**config.mk**
```make
export PLATFORM = sky130hd
export DESIGN_NAME = dose_ack_monitor
export DESIGN_NICKNAME = d
export VERILOG_FILES = /design/src/rtl/dose_ack_monitor.sv
export SDC_FILE = /design/constraint.sdc
export NUM_CORES = 1
export LEC_CHECK = 0
export CORE_UTILIZATION = 54
export DETAILED_ROUTE_END_ITERATION = 12
export GPL_ROUTABILITY_DRIVEN = 0
export PLACE_DENSITY = 0.8
export SKIP_CTS_REPAIR_TIMING = 1
export SYNTH_ARGS = -nofsm -noshare
export SYNTH_HDL_FRONTEND = slang
export SYNTH_SLANG_ARGS = --single-unit
```
**constraint.sdc**
```tcl
create_clock -name clk -period 2.2 [get_ports clk]
set_clock_uncertainty 0.05 [all_clocks]
set_input_delay 0.55 -clock clk [delete_from_list [all_inputs] [get_ports clk]]
set_output_delay 0.55 -clock clk [all_outputs]
set_load 0.03 [all_outputs]
```
**src/rtl/dose_ack_monitor.sv**
```systemverilog
// Dose acknowledge monitor: debounces the patient button, times each reminder and classifies
// the dose as taken, late or missed. Optional macro DOSE_LATE_COUNT_EN adds late_cnt/late_pulse.
module dose_ack_monitor #(
  parameter int DEBOUNCE_CYCLES = 8,
  parameter int ACK_WINDOW      = 200,
  parameter int ESC_WINDOW      = 100,
  parameter int CNT_W           = 4
) (
  input  logic             clk,
  input  logic             reset_n,
  input  logic             reminder_in,
  input  logic             ack_btn,
  output logic             alarm,
  output logic             waiting,
  output logic             taken_pulse,
  output logic             missed_pulse,
  output logic [CNT_W-1:0] taken_cnt,
  output logic [CNT_W-1:0] missed_cnt,
  output logic             overlap_err,
`ifdef DOSE_LATE_COUNT_EN
  output logic [CNT_W-1:0] late_cnt,
  output logic             late_pulse,
`endif
  output logic [1:0]       dbg_state
);

  localparam int MAX_WIN = (ACK_WINDOW > ESC_WINDOW) ? ACK_WINDOW : ESC_WINDOW;
  localparam int TMR_W   = (MAX_WIN > 1) ? $clog2(MAX_WIN) : 1;
  localparam int DB_W    = (DEBOUNCE_CYCLES > 1) ? $clog2(DEBOUNCE_CYCLES) : 1;

  localparam logic [TMR_W-1:0] ACK_LAST = TMR_W'(ACK_WINDOW - 1);
  localparam logic [TMR_W-1:0] ESC_LAST = TMR_W'(ESC_WINDOW - 1);
  localparam logic [DB_W-1:0]  DB_LAST  = DB_W'(DEBOUNCE_CYCLES - 1);

  typedef enum logic [1:0] {
    IDLE     = 2'd0,
    WAIT_ACK = 2'd1,
    ESCALATE = 2'd2
  } state_t;

  // Button path: 2-flop synchronizer, then a debouncer counting consecutive differing samples.
  logic            sync1_q, sync2_q;
  logic            db_q;
  logic [DB_W-1:0] db_cnt_q;
  logic            ack_pulse_q;

  always_ff @(posedge clk) begin
    if (!reset_n) begin
      sync1_q     <= 1'b0;
      sync2_q     <= 1'b0;
      db_q        <= 1'b0;
      db_cnt_q    <= '0;
      ack_pulse_q <= 1'b0;
    end else begin
      sync1_q     <= ack_btn;
      sync2_q     <= sync1_q;
      ack_pulse_q <= 1'b0;
      if (sync2_q != db_q) begin
        if (db_cnt_q == DB_LAST) begin
          db_q        <= sync2_q;
          db_cnt_q    <= '0;
          ack_pulse_q <= sync2_q;
        end else begin
          db_cnt_q <= db_cnt_q + DB_W'(1);
        end
      end else begin
        db_cnt_q <= '0;
      end
    end
  end

  logic rem_q;
  logic rise;
  assign rise = reminder_in & ~rem_q;

  state_t           state_q, state_d;
  logic [TMR_W-1:0] timer_q, timer_d;
  logic             taken_d, missed_d;

  always_comb begin
    state_d  = state_q;
    timer_d  = timer_q;
    taken_d  = 1'b0;
    missed_d = 1'b0;
    case (state_q)
      IDLE: begin
        if (rise) begin
          state_d = WAIT_ACK;
          timer_d = '0;
        end
      end
      WAIT_ACK: begin
        // An ack arriving together with window expiry still counts as taken.
        if (ack_pulse_q) begin
          taken_d = 1'b1;
          state_d = IDLE;
          timer_d = '0;
        end else if (timer_q == ACK_LAST) begin
          state_d = ESCALATE;
          timer_d = '0;
        end else begin
          timer_d = timer_q + TMR_W'(1);
        end
      end
      ESCALATE: begin
        if (ack_pulse_q) begin
          taken_d = 1'b1;
          state_d = IDLE;
          timer_d = '0;
        end else if (timer_q == ESC_LAST) begin
          missed_d = 1'b1;
          state_d  = IDLE;
          timer_d  = '0;
        end else begin
          timer_d = timer_q + TMR_W'(1);
        end
      end
      default: begin
        state_d = IDLE;
        timer_d = '0;
      end
    endcase
  end

  logic             alarm_q, waiting_q, taken_pulse_q, missed_pulse_q, overlap_q;
  logic [CNT_W-1:0] taken_cnt_q, missed_cnt_q;

  always_ff @(posedge clk) begin
    if (!reset_n) begin
      state_q        <= IDLE;
      timer_q        <= '0;
      rem_q          <= 1'b0;
      alarm_q        <= 1'b0;
      waiting_q      <= 1'b0;
      taken_pulse_q  <= 1'b0;
      missed_pulse_q <= 1'b0;
      taken_cnt_q    <= '0;
      missed_cnt_q   <= '0;
      overlap_q      <= 1'b0;
    end else begin
      state_q        <= state_d;
      timer_q        <= timer_d;
      rem_q          <= reminder_in;
      alarm_q        <= (state_d == ESCALATE);
      waiting_q      <= (state_d != IDLE);
      taken_pulse_q  <= taken_d;
      missed_pulse_q <= missed_d;
      if (taken_d && (taken_cnt_q != '1)) taken_cnt_q <= taken_cnt_q + CNT_W'(1);
      if (missed_d && (missed_cnt_q != '1)) missed_cnt_q <= missed_cnt_q + CNT_W'(1);
      // A rise seen outside IDLE (including the cycle of return) is dropped but flagged.
      if (rise && (state_q != IDLE)) overlap_q <= 1'b1;
    end
  end

`ifdef DOSE_LATE_COUNT_EN
  logic             late_pulse_q;
  logic [CNT_W-1:0] late_cnt_q;

  always_ff @(posedge clk) begin
    if (!reset_n) begin
      late_pulse_q <= 1'b0;
      late_cnt_q   <= '0;
    end else begin
      late_pulse_q <= taken_d && (state_q == ESCALATE);
      if (taken_d && (state_q == ESCALATE) && (late_cnt_q != '1))
        late_cnt_q <= late_cnt_q + CNT_W'(1);
    end
  end

  assign late_pulse = late_pulse_q;
  assign late_cnt   = late_cnt_q;
`endif

  assign alarm        = alarm_q;
  assign waiting      = waiting_q;
  assign taken_pulse  = taken_pulse_q;
  assign missed_pulse = missed_pulse_q;
  assign taken_cnt    = taken_cnt_q;
  assign missed_cnt   = missed_cnt_q;
  assign overlap_err  = overlap_q;
  assign dbg_state    = state_q;

endmodule

```
### Yosys cells after proc, flatten, opt, wreduce, memory -nomap -nowiden

Cells that the tools add are included.

| word-level totals | value |
|---|---|
| flip-flop bits (word level) | 31 |
| bits in latches | 0 |
| bits in writable memories | 0 |
| ROM bits | 0 |
| bits of input ports | 4 |
| output and inout port bits | 15 |
| logic and storage cells | 60 |
| memories | 0 |

| cells by class | value |
|---|---|
| $add $sub $neg | 4 |
| multiply operators | 0 |
| div/mod/pow operators | 0 |
| magnitude comparators | 0 |
| equality and inequality tests | 10 |
| shifts and indexed selects | 0 |
| muxes and demuxes | 17 |
| bitwise logic cells | 4 |
| reduce and logical (&&, ||, !) cells | 10 |

Operators by type and width:

| cell | count |
|---|---|
| $mux 8 | 5 |
| $pmux 8 s3 | 1 |
| $mux 2 | 5 |
| $add 4x1->4 const B | 2 |
| $add 8x1->8 const B | 1 |
| $eq 8x7->1 const B | 1 |
| $eq 8x8->1 const B | 1 |
| $ne 4x4->1 const B | 2 |
| $pmux 2 s3 | 1 |
| $mux 1 | 5 |
| $eq 2x2->1 const B | 2 |
| $reduce_bool 2->1 | 2 |
| $add 3x1->3 const B | 1 |
| $eq 3x3->1 const B | 1 |
| $logic_and 1x1->1 | 3 |
| $not 1->1 | 3 |
| $reduce_and 3->1 | 1 |
| $reduce_or 3->1 | 1 |
| $eq 2x1->1 const B | 1 |
| $logic_not 2->1 | 1 |
| $ne 2x2->1 const B | 1 |
| $reduce_and 2->1 | 1 |
| $reduce_or 2->1 | 1 |
| $and 1x1->1 | 1 |
| $ne 1x1->1 | 1 |

### Depth between registers and ports, before layout

| logic depth | value |
|---|---|
| depth after elaboration | 5 |
| mapped depth | 7 |
| gate-level depth less buffers | 6 |

### Worst setup path after synthesis

No wires, ideal clock.

| timing path | value |
|---|---|
| path type | register to register |
| start | register state_q[0], in the netlist dbg_state[0] |
| end | register timer_q[3] |
| library setup time | 0.118 ns |
| arrival time | 1.936 ns |
| setup slack | 0.096 ns |
| cell stages (with the launch flop) | 8 |
| buffers on the path | 1 |
| cell sequence | dfxtp_1 -> inv_1 -> ha_1 -> nand2b_1 -> a211oi_1 -> or3_1 -> buf_2 -> o2111a_1 |

| between the ends | value |
|---|---|
| word-level cells in the longest chain between the ends | 2 |
| elaborated cells between the ends (all ways) | 5 |
| those cells by class | eq/ne: 3; mux: 1; reduce/logical: 1 |

RTL lines:

| what | RTL line | RTL |
|---|---|---|
| from (decl) | 76 | `state_t state_q, state_d;` |
| from (signal assigned) | 141 | `state_q <= state_d;` |
| $eq 2x2->1, or another cell as far along | 85 | `case (state_q)` |
| $pmux 8 s3 or $ne 2x2->1 (tied branches) | -- |  |
| to (signal assigned) | 142 | `timer_q <= timer_d;` |
| to (decl) | 77 | `logic [TMR_W-1:0] timer_q, timer_d;` |

Parallel ways exist; a longest one is shown, timed or not.
A chain may end at the register's enable or synchronous reset.

### Final worst setup path

| timing path | value |
|---|---|
| start | register state_q[1], in the netlist dbg_state[1] |
| end | output port dbg_state[1] |

RTL lines:

| what | RTL line | RTL |
|---|---|---|
| to (decl) | 24 | `output logic [1:0] dbg_state` |

No word-level cell between the ends.

==> impl_metrics.json <==
{
  "cts.path.max_buffers": 2,
  "rr_worst_depth": 4,
  "num-fill-cells": 193,
  "path_class": "register to primary output",
  "ant_nets": 0,
  "die_height_um": 55.1,
  "stdcell_area_um2": 1840,
  "power_density_nw_per_um2": 614,
  "place_ws_ps": 96.9,
  "crit_path_start": "dbg_state[1]",
  "synth_area_um2": 1520,
  "core_um2": 2570,
  "tightest_slew_ps": 547,
  "hold_violations": 0,
  "final_layout_size_suffix_gt1_frac": 0.100,
  "die-area_um2": 3040,
  "timing.rr.start": "timer_q[5]",
  "wl_um": 2940,
  "hold_path_class": "register to register",
  "vdd_ir_drop_max_mv": 0.694,
  "final.period_utilization": 0.945,
  "synth_warnings": 0,
  "h-tree-depth": 2,
  "hold_path_end": "db_cnt_q[0]",
  "io_buffer_count": 18,
  "grt_max_degree": 23,
  "wl_per_cell_um": 14.0,
  "holdPathStages": 1,
  "grt_setup_unrepaired": "false",
  "place_hpwl_um": 2140,
  "gr-usage-all-layers": 0.233,
  "num_vias": 1234,
  "synth_edf_count": 0,
  "cts_root_buffer": "clkbuf_4",
  "nets": 192,
  "path_clk_slew_ps": 100,
  "timing.fmax_ghz": 0.481,
  "r2r_slack_ps": 140,
  "die_x_um": 55.1,
  "grt_first_pass_wirelength_um": 4890,
  "overflow": 0,
  "start_util": 0.593,
  "async_flop_share": 0,
  "maxSlewViolCount": 0,
  "synth_cells": 158,
  "fin_setup_tns_ps": 0,
  "r2r-end": "timer_q[3]",
  "first_pass_iters": 4,
  "ys_ff_latch": 31,
  "num_io_pins": 19,
  "required_ps": 1600,
  "cp.arrival_ps": 1480,
  "crit_path_end_kind": "primary output",
  "grt_pass1_vias": 1157,
  "grt_antenna_before_repair": 0,
  "yosysSeqAreaShare": 0.408,
  "ys.flop_type": "dfxtp_1",
  "synth_cell_type_count": 43,
  "setup_viol": 0,
  "power.total_mw": 1.13,
  "setup_ws_ps": 121,
  "synthToLayoutAreaGrowth_pct": 20.7,
  "drv_cap": 0,
  "critPathLaunchType": "register",
  "hp-start": "db_cnt_q[0]",
  "power_leakage_nw": 0.763,
  "syn-mean-instance-area_um2": 9.64,
  "drc": 0,
  "cp_max_fo": 5,
  "fp-row-count": 18,
  "antenna_cells": 0,
  "first_iter_violations": 31,
  "final_core_util": 0.716,
  "cts_inserted_buffers": 5,
  "clk_latency_ps": 330,
  "cts_sinks": 31,
  "cts_tree": "done",
  "via_per_inst": 5.88,
  "run_status": "finished, final reports clean",
  "fin_crit_ps": 2080,
  "dpl_cell_area_um2": 1740,
  "synth_nets": 171,
  "slew_headroom": 0.631
}
## worst max-delay path by stage
stage | slack (ps) | to | cells past startpoint
6_report | 120 | dbg_state[1] | 2
5_1_grt | 40 | timer_q[3] | 6
4_1_cts | 110 | dbg_state[1] | 2
3_5_place_dp | 100 | timer_q[4] | 5
3_3_place_gp | 180 | timer_q[4] | 5
2_1_floorplan | 100 | timer_q[3] | 7
## cell type report
type | count | area, um2 | share of cell area
timing repair buffer | 23 | 218 | 0.118
inverter | 8 | 30.0 | 0.0163
clock inverter | 2 | 35.0 | 0.0191
tap | 30 | 37.5 | 0.0204
multi-input combinational | 110 | 846 | 0.460
clock buffer | 6 | 51.3 | 0.0279
sequential | 31 | 621 | 0.338
## power breakdown
part	internal (mW)	switching, mW	leakage [nW]
clock network	0.269	0.188	0.0482
registers	0.570	0.00579	0.251
logic	0.0382	0.0587	0.463
## cell usage after synthesis (all sizes together) (2+ instances only)
library cell / count / area [um2]
nor3b: 2 / 15.0
a31oi: 2 / 12.5
a211oi: 8 / 60.1
clkbuf: 8 / 30.0
mux2i: 3 / 30.0
nand4: 4 / 25.0
xor2: 3 / 26.3
inv: 8 / 30.0
ha: 9 / 113
nor3: 3 / 15.0
xnor2: 5 / 43.8
and2: 10 / 62.6
nand2b: 2 / 12.5
nand4b: 2 / 17.5
o21ai: 3 / 15.0
o41ai: 2 / 17.5
nand3: 7 / 35.0
nand2: 4 / 15.0
or3: 3 / 18.8
nor2: 3 / 11.3
and3: 4 / 25.0
a21boi: 2 / 15.0
dfxtp: 31 / 621
o211a: 5 / 50.1
nor2b: 7 / 43.8
## critical path: stages (launching register included)
cell and delay (ps):
dfxtp_1 350, buf_4 140, clkdlybuf4s50_1 660
## flip-flops by register name, indices dropped and copies added (netlist names)
signal / count
overlap_err: 1
db_cnt_q: 3
sync2_q: 1
sync1_q: 1
taken_pulse: 1
timer_q: 8
waiting: 1
db_q: 1
missed_pulse: 1
ack_pulse_q: 1
taken_cnt: 4
missed_cnt: 4
dbg_state: 2
alarm: 1
rem_q: 1
## cell usage in the layout, fill, tap and decap left out, types with 2 or more instances in the layout
cell type and n:
a211oi_1 8, a21boi_0 2, a31oi_1 2, and2_1 10, and3_1 4, buf_4 5
clkbuf_4 5, clkdlybuf4s50_1 18, dfxtp_1 31, ha_1 8, inv_1 8, mux2i_1 3
nand2_1 4, nand2b_1 2, nand3_1 7, nand4_1 4, nand4b_1 2, nor2_1 3
nor2b_1 7, nor3_1 3, nor3b_1 2, o211a_1 5, o21ai_0 3, o41ai_1 2
or3_1 3, xnor2_1 5, xor2_1 3
## stage by stage
| stage | cells | hold slack [ps] |
|---|---|---|
| finish | 210 | 382 |
| global route | 210 | 415 |
| CTS | 210 | 383 |
| detailed placement | 202 | 367 |
| global placement | 202 | 358 |
| floorplan | 158 | 348 |
## metal layers
metal  up-vias  global-route usage  wire length [um]
met1       573               0.271              1370
met3         4              0.0738               117
li1        623                   -                 -
met5         -                   0                 0
met2        34               0.390              1430
met4         0               0.104                18
## logic make-up after synthesis
kind of cell               count (synthesis)  synth area share
AOI/OAI and AO/OA                         32             0.168
xor gates and xnor gates                   8            0.0460
adders and majority gates                  9            0.0740
buffers and inverters                     17            0.0427
DFF                                       31             0.408
muxes                                      3            0.0197
and+or+nand+nor                           58             0.242
No activity file was read; power rests on OpenSTA's default activity.
